### src/rtl/brch_pkg.sv
// Shared definitions for the branch resolution controller: FSM state
// encoding, 2-bit predictor counter encodings and the saturating update rule.
package brch_pkg;

    typedef enum logic [1:0] {
        RUN   = 2'd0,
        FLUSH = 2'd1,
        DRAIN = 2'd2
    } brch_state_e;

    localparam logic [1:0] SNT = 2'd0;
    localparam logic [1:0] WNT = 2'd1;
    localparam logic [1:0] WT  = 2'd2;
    localparam logic [1:0] ST  = 2'd3;

    // Every counter comes out of reset weakly not-taken.
    localparam logic [1:0] CNT_RESET = WNT;

    // Saturating 2-bit counter step toward the resolved direction.
    function automatic logic [1:0] cnt_next(input logic [1:0] cnt, input logic taken);
        logic [1:0] nxt;
        if (taken) begin
            nxt = (cnt == ST) ? ST : cnt + 2'd1;
        end else begin
            nxt = (cnt == SNT) ? SNT : cnt - 2'd1;
        end
        return nxt;
    endfunction

endpackage

### src/rtl/brch_resolve_ctrl_bht.sv
// Branch history table: array of 2-bit saturating counters with one
// combinational lookup port and one synchronous update port. The lookup
// reads the stored value, so a same-index update in the same cycle is not
// visible until the next cycle.
module brch_bht
    import brch_pkg::*;
#(
    parameter int ENTRIES = 16,
    parameter int IDX_W   = $clog2(ENTRIES)
) (
    input  logic             clk,
    input  logic             rst,
    input  logic [IDX_W-1:0] rd_idx,
    output logic [1:0]       rd_cnt,
    input  logic             upd_en,
    input  logic [IDX_W-1:0] upd_idx,
    input  logic             upd_taken
);

    logic [1:0] cnt_r [ENTRIES];

    assign rd_cnt = cnt_r[rd_idx];

    // Reset every counter to weakly not-taken, otherwise train the updated entry.
    always_ff @(posedge clk) begin
        if (rst) begin
            for (int i = 0; i < ENTRIES; i++) begin
                cnt_r[i] <= CNT_RESET;
            end
        end else if (upd_en) begin
            cnt_r[upd_idx] <= cnt_next(cnt_r[upd_idx], upd_taken);
        end
    end

endmodule

### src/rtl/brch_resolve_ctrl.sv
// Branch resolution and recovery controller. Predicts decode-stage branches,
// checks the execute-stage outcome and sequences RUN -> FLUSH -> DRAIN on a
// mispredict. Macro BRCH_PREDICT_EN enables the 2-bit BHT predictor; when it
// is undefined the block predicts static not-taken and holds no counters.
module brch_resolve_ctrl
    import brch_pkg::*;
#(
    parameter int BHT_ENTRIES = 16,
    parameter int PC_W        = 16
) (
    input  logic            clk,
    input  logic            rst,
    input  logic            id_is_brch,
    input  logic [PC_W-1:0] id_pc,
    output logic            pred_taken,
    input  logic            ex_valid,
    input  logic            ex_is_brch,
    input  logic [PC_W-1:0] ex_pc,
    input  logic            ex_pred_taken,
    input  logic            ex_brch_cnd,
    input  logic [PC_W-1:0] ex_target,
    input  logic [PC_W-1:0] ex_pc_plus2,
    input  logic            ex_stall,
    output logic            redirect,
    output logic [PC_W-1:0] redirect_pc,
    output logic            flush_if_id,
    output logic            flush_id_ex,
    output logic [15:0]     mispred_cnt
);

    localparam int IDX_W = $clog2(BHT_ENTRIES);

    brch_state_e     state_r;
    logic            redirect_r;
    logic [PC_W-1:0] redirect_pc_r;
    logic            flush_if_id_r;
    logic            flush_id_ex_r;
    logic [15:0]     mispred_cnt_r;

    logic            resolve_s;
    logic            mispred_s;
    logic            unused_s;

    // Only a live, unstalled branch seen in RUN resolves; FLUSH/DRAIN ignore execute.
    assign resolve_s = (state_r == RUN) && ex_valid && ex_is_brch && !ex_stall;
    assign mispred_s = resolve_s && (ex_brch_cnd != ex_pred_taken);

    // PC bits outside the table index (and all PCs in the static build) are not needed.
    assign unused_s = ^{id_is_brch, id_pc, ex_pc};

`ifdef BRCH_PREDICT_EN
    logic [1:0] rd_cnt_s;

    brch_bht #(
        .ENTRIES (BHT_ENTRIES),
        .IDX_W   (IDX_W)
    ) u_bht (
        .clk       (clk),
        .rst       (rst),
        .rd_idx    (id_pc[IDX_W:1]),
        .rd_cnt    (rd_cnt_s),
        .upd_en    (resolve_s),
        .upd_idx   (ex_pc[IDX_W:1]),
        .upd_taken (ex_brch_cnd)
    );

    assign pred_taken = id_is_brch & rd_cnt_s[1];
`else
    assign pred_taken = 1'b0;
`endif

    // Recovery FSM with registered redirect/flush outputs and the mispredict counter.
    always_ff @(posedge clk) begin
        if (rst) begin
            state_r       <= RUN;
            redirect_r    <= 1'b0;
            redirect_pc_r <= {PC_W{1'b0}};
            flush_if_id_r <= 1'b0;
            flush_id_ex_r <= 1'b0;
            mispred_cnt_r <= 16'd0;
        end else begin
            case (state_r)
                RUN: begin
                    if (mispred_s) begin
                        state_r       <= FLUSH;
                        redirect_r    <= 1'b1;
                        flush_if_id_r <= 1'b1;
                        flush_id_ex_r <= 1'b1;
                        redirect_pc_r <= ex_brch_cnd ? ex_target : ex_pc_plus2;
                        if (mispred_cnt_r != 16'hFFFF) begin
                            mispred_cnt_r <= mispred_cnt_r + 16'd1;
                        end
                    end else begin
                        state_r       <= RUN;
                        redirect_r    <= 1'b0;
                        flush_if_id_r <= 1'b0;
                        flush_id_ex_r <= 1'b0;
                    end
                end
                FLUSH: begin
                    state_r       <= DRAIN;
                    redirect_r    <= 1'b0;
                    flush_if_id_r <= 1'b0;
                    flush_id_ex_r <= 1'b0;
                end
                DRAIN: begin
                    state_r       <= RUN;
                    redirect_r    <= 1'b0;
                    flush_if_id_r <= 1'b0;
                    flush_id_ex_r <= 1'b0;
                end
                default: begin
                    state_r       <= RUN;
                    redirect_r    <= 1'b0;
                    flush_if_id_r <= 1'b0;
                    flush_id_ex_r <= 1'b0;
                end
            endcase
        end
    end

    assign redirect    = redirect_r;
    assign redirect_pc = redirect_pc_r;
    assign flush_if_id = flush_if_id_r;
    assign flush_id_ex = flush_id_ex_r;
    assign mispred_cnt = mispred_cnt_r;

endmodule

### config.mk
export PLATFORM = sky130hd
export DESIGN_NAME = brch_resolve_ctrl
export DESIGN_NICKNAME = d
export VERILOG_FILES = /design/src/rtl/brch_pkg.sv /design/src/rtl/brch_resolve_ctrl_bht.sv /design/src/rtl/brch_resolve_ctrl.sv
export SDC_FILE = /design/constraint.sdc
export NUM_CORES = 1
export LEC_CHECK = 0
export CORE_MARGIN = 2
export CORE_UTILIZATION = 36
export CTS_BUF_LIST = sky130_fd_sc_hd__clkbuf_4 sky130_fd_sc_hd__clkbuf_8 sky130_fd_sc_hd__clkbuf_16
export DETAILED_ROUTE_END_ITERATION = 16
export PLACE_DENSITY = 0.82
export SYNTH_ARGS = -nofsm -noshare
export SYNTH_HDL_FRONTEND = slang
export SYNTH_SLANG_ARGS = --single-unit
### constraint.sdc
create_clock -name clk -period 2.9 [get_ports clk]
set_input_delay 0.29 -clock clk [delete_from_list [all_inputs] [get_ports clk]]
set_output_delay 0.29 -clock clk [all_outputs]
set_load 0.05 [all_outputs]
Yosys cells after proc, flatten, opt, wreduce, memory -nomap -nowiden
Index checks and enable logic that the tools add are counted.
- $add $sub $neg: 1
- equality and inequality tests: 3
- multiplexer cells: 4
- bitwise operators: 1
- reductions and logical operators: 9
- operators by type and width (kind ; count):
    $add A16 B1 Y16 const B ; 1
    $mux W16 ; 1
    $ne A16 B16 Y1 const B ; 1
    $logic_and A1 B1 Y1 ; 4
    $pmux W2 S2 ; 1
    $reduce_and A3 Y1 ; 1
    $eq A2 B1 Y1 const B ; 1
    $logic_not A2 Y1 ; 1
    $mux W1 ; 2
    $reduce_and A2 Y1 ; 1
    $reduce_or A2 Y1 ; 1
    $logic_not A1 Y1 ; 1
    $ne A1 B1 Y1 ; 1
    $not A1 Y1 ; 1
- register bits: 35
- input port bits: 72
- output and inout port bits: 36
- word-level logic and storage cells: 22

Depth between registers and ports, before layout
- depth in word-level cells: 7
- gate-level depth with buffers: 7
- depth with buffers taken out: 5

Worst setup path after synthesis
OpenSTA, ideal clock, no wires.
- path type: register to register
- from: register mispred_cnt_r[0], in the netlist mispred_cnt[0]
- to: register mispred_cnt_r[1], in the netlist mispred_cnt[1]
- library setup time: 70 ps
- arrival time: 2285 ps
- data required time: 2830 ps
- slack: 545 ps
- cell stages (with the launch flop): 8
- path buffers: 2
- period minus slack after synthesis: 2355 ps
- path through: dfxtp_1 -> ha_1 -> and4_1 -> nor4bb_1 -> clkbuf_1 -> clkbuf_1 -> o21ai_0 -> a21oi_1
- cells in the longest elaborated chain, start to end: 2
- elaborated cells on any way between the ends: 3
- those cells by class: 1 x add/sub; 1 x eq/ne; 1 x reduce/logical
- RTL lines (item ; RTL line ; RTL):
    start, declared ; brch_resolve_ctrl.sv:38 ; logic [15:0] mispred_cnt_r;
    start signal, assigned ; brch_resolve_ctrl.sv:91 ; mispred_cnt_r <= mispred_cnt_r + 16'd1;
    branches (longest 2 deep; another with $add A16 B1 Y16) ; - ;
Parallel ways; which one is timed is not known.
A chain may end at the register's enable or synchronous reset.

Worst setup path after layout
- from: input ex_valid
- to: register mispred_cnt_r[14], in the netlist mispred_cnt[14]
- cells in the longest elaborated chain, start to end: 5
- RTL lines (item ; RTL line ; RTL):
    start, declared ; brch_resolve_ctrl.sv:16 ; input logic ex_valid,
    $logic_and A1 B1 Y1 (3 in series) ; brch_resolve_ctrl.sv:45 ; assign resolve_s = (state_r == RUN) && ex_valid && ex_is_brch && !ex_stall;
    $logic_and A1 B1 Y1 ; brch_resolve_ctrl.sv:46 ; assign mispred_s = resolve_s && (ex_brch_cnd != ex_pred_taken);
    $reduce_and A3 Y1 (no line) ; - ;
No other way between the ends.

==> flow_summary.ini <==
[clock_tree]
cts_hold_buffers = 0
root_buffer = clkbuf_8
cts_buffers = 5
cts.clk_slew.worst_paths_ns = 0.07
cts_setup_buffers = 0
clock_latency_ns = 0.28
h-tree-depth = 2
cts_tree = yes
cts_sinks = 35
clock_path_buffers = 2
cts_resized = 0

[global_route]
grt_pass1_wl_um = 7170
grt-ovfl-total = 0
grt_pass1_vias = 1594
grt.total_usage_pct = 17.6
antenna_found_initial = 0
grt_max_degree = 34

[timing]
worstMarginPinSlew_ns = 0.527
timing.setup.tns_ns = 0
rsz0062_at_grt = false
period_needed_ns = 2.28
max_freq_mhz = 439
final_max_slew_viol_count = 0
skew_ns = 0.00604
post-route-period-util_pct = 78.6
setup_viol = 0
whs_ns = 0.426
hold_violations = 0
slew_headroom_pct = 64.8

[placement]
port_buffers = 73
place_congestion = 0.706
hpwl_um = 3140
place_area_um2 = 2430

[layout]
fin_area_um2 = 2550
layout-drive-gt1-share_pct = 8.76
final_cell_mix = clkdlybuf4s50_1 (73), dfxtp_1 (35), nor2_1 (19)
num-nets-final = 323
fillers = 397
layout_commonest_cell = clkdlybuf4s50_1
num_antenna_cells = 0
area.growth.synth_to_final_pct = 54.6

[drt]
dr.pass1.iters = 4
viasPerCell = 5.43
drt-total-wl_um = 4170
drt_iter0_markers = 97
wl_per_cell_um = 13.8
drtAntennaViolNets = 0
num_vias = 1644
drc = 0

[outcome]
outcome = finished clean

[logic_synthesis]
syn_inst = 179
synth_fa_ha_area_share_pct = 0.759
synthMuxAreaShare_pct = 10.4
ys_seq_area_share_pct = 42.5
netlist-cell-type-count = 37
synth_xor_xnor_area_share_pct = 0.531
synthSimpleGateAreaFrac_pct = 20.7
synth_compound_area_share_pct = 19.1
ys_ff_latch = 35
syn-num-nets = 252
syn_area_um2 = 1650
synth-async-reset-ratio_pct = 0
synth_ff_type = dfxtp_1
synth_edf_count = 0
synth_top_family_by_area = simple AND/OR/NAND/NOR gates
ys_warn_count = 0
syn_area_per_cell_um2 = 9.21

[floorplanning]
start_util_pct = 37.6
fp.dieH_um = 71.7
core_um2 = 4380
die_x_um = 71.7
pin_count = 108
die-area_um2 = 5140
row_count = 24

[worst_setup_path]
cp-end-kind = register
r2r_cells = 5
worstSetupStartpoint = ex_valid
start_kind = input pin
critical_path.max_fanout = 8
crit_arrival_ns = 2.48
required_ns = 3.11
timing.rr.start = state_r[1]
worstSetupPathType = in -> reg

[hold_path]
min-delay-start = state_r[1]
hp-class = reg -> reg
hold_path_depth = 1

[power_and_ir_drop]
peakVddDrop_mv = 0.235
leakage_nw = 0.879
pwr_density_cell_nw_per_um2 = 440

[run]
drv_cap = 0
==> state kept, by name, summed over array words and instances (netlist names) <==
name,count
redirect_pc,16
mispred_cnt,16
flush_id_ex,1
state_r,2
==> cell type report <==
class	count	area [um^2]	area share [%]
Clock buffer	6	82.6	3.24
Clock inverter	2	35.0	1.37
Inverter	2	7.51	0.294
Multi-Input combinational cell	125	868	34.1
Sequential cell	35	701	27.5
Tap cell	52	65.1	2.55
Timing Repair Buffer	81	791	31.0
==> critical path, cell delays in order <==
cell             delay [ns]
clkdlybuf4s50_1        0.44
or3b_4                 0.40
or4b_1                 0.50
buf_4                  0.18
or4_1                  0.51
a21oi_1                0.17
==> metrics by stage <==
| stage | setup slack, ns | instances | total power, mW | util, % |
|---|---|---|---|---|
| 6_report | 0.621 | 303 | 1.12 | 58.2 |
| 5_1_grt | 0.574 | 303 | 1.17 | 58.2 |
| 4_1_cts | 0.642 | 303 | 1.14 | 58.2 |
| 3_5_place_dp | 0.343 | 295 | 0.683 | 55.5 |
| 3_3_place_gp | 0.384 | 295 | 0.679 | 55.5 |
| 2_1_floorplan | 0.545 | 179 | 0.599 | - |
==> final timing paths <==
| check | to | slack (ns) |
|---|---|---|
| max | mispred_cnt[14] | 0.62 |
| min | state_r[1] | 0.43 |
| min reg2reg | state_r[1] | 0.43 |
| max reg2reg | mispred_cnt[14] | 0.77 |
==> report_power, final <==
| part | leakage [nW] | internal, mW | switching [mW] |
|---|---|---|---|
| Sequential | 0.283 | 0.491 | 0.00579 |
| Combinational | 0.534 | 0.0874 | 0.0870 |
| Clock | 0.0612 | 0.278 | 0.173 |
| Total | 0.879 | 0.856 | 0.266 |
==> routing by layer <==
metal / up-vias / GRT usage [%] / share of wire (%)
li1: 821 / - / -
met1: 748 / 21.0 / 42
met2: 71 / 27.3 / 46
met3: 4 / 9.56 / 12
met4: 0 / 5.03 / 0.89
met5: - / 0 / 0
==> cells by family after synthesis <==
kind of cell / Yosys count
simple gates: 58
compound gates: 47
flops: 35
buf+inv: 19
mux: 17
fa+ha+maj: 1
other cells: 1
xor+xnor: 1
==> cells in the mapped netlist, types with 3 or more instances <==
master	number	area, um^2
clkbuf_1	11	41.3
o21ai_0	4	20.0
buf_4	4	30.0
dfxtp_1	35	701
o31ai_1	9	67.6
a21oi_1	13	65.1
or3_1	3	18.8
nor2_1	19	71.3
nand2_1	7	26.3
nand4_1	3	18.8
a211oi_1	16	120
or4_1	9	67.6
mux2i_1	16	160
Power figures use the tool's default switching activity.
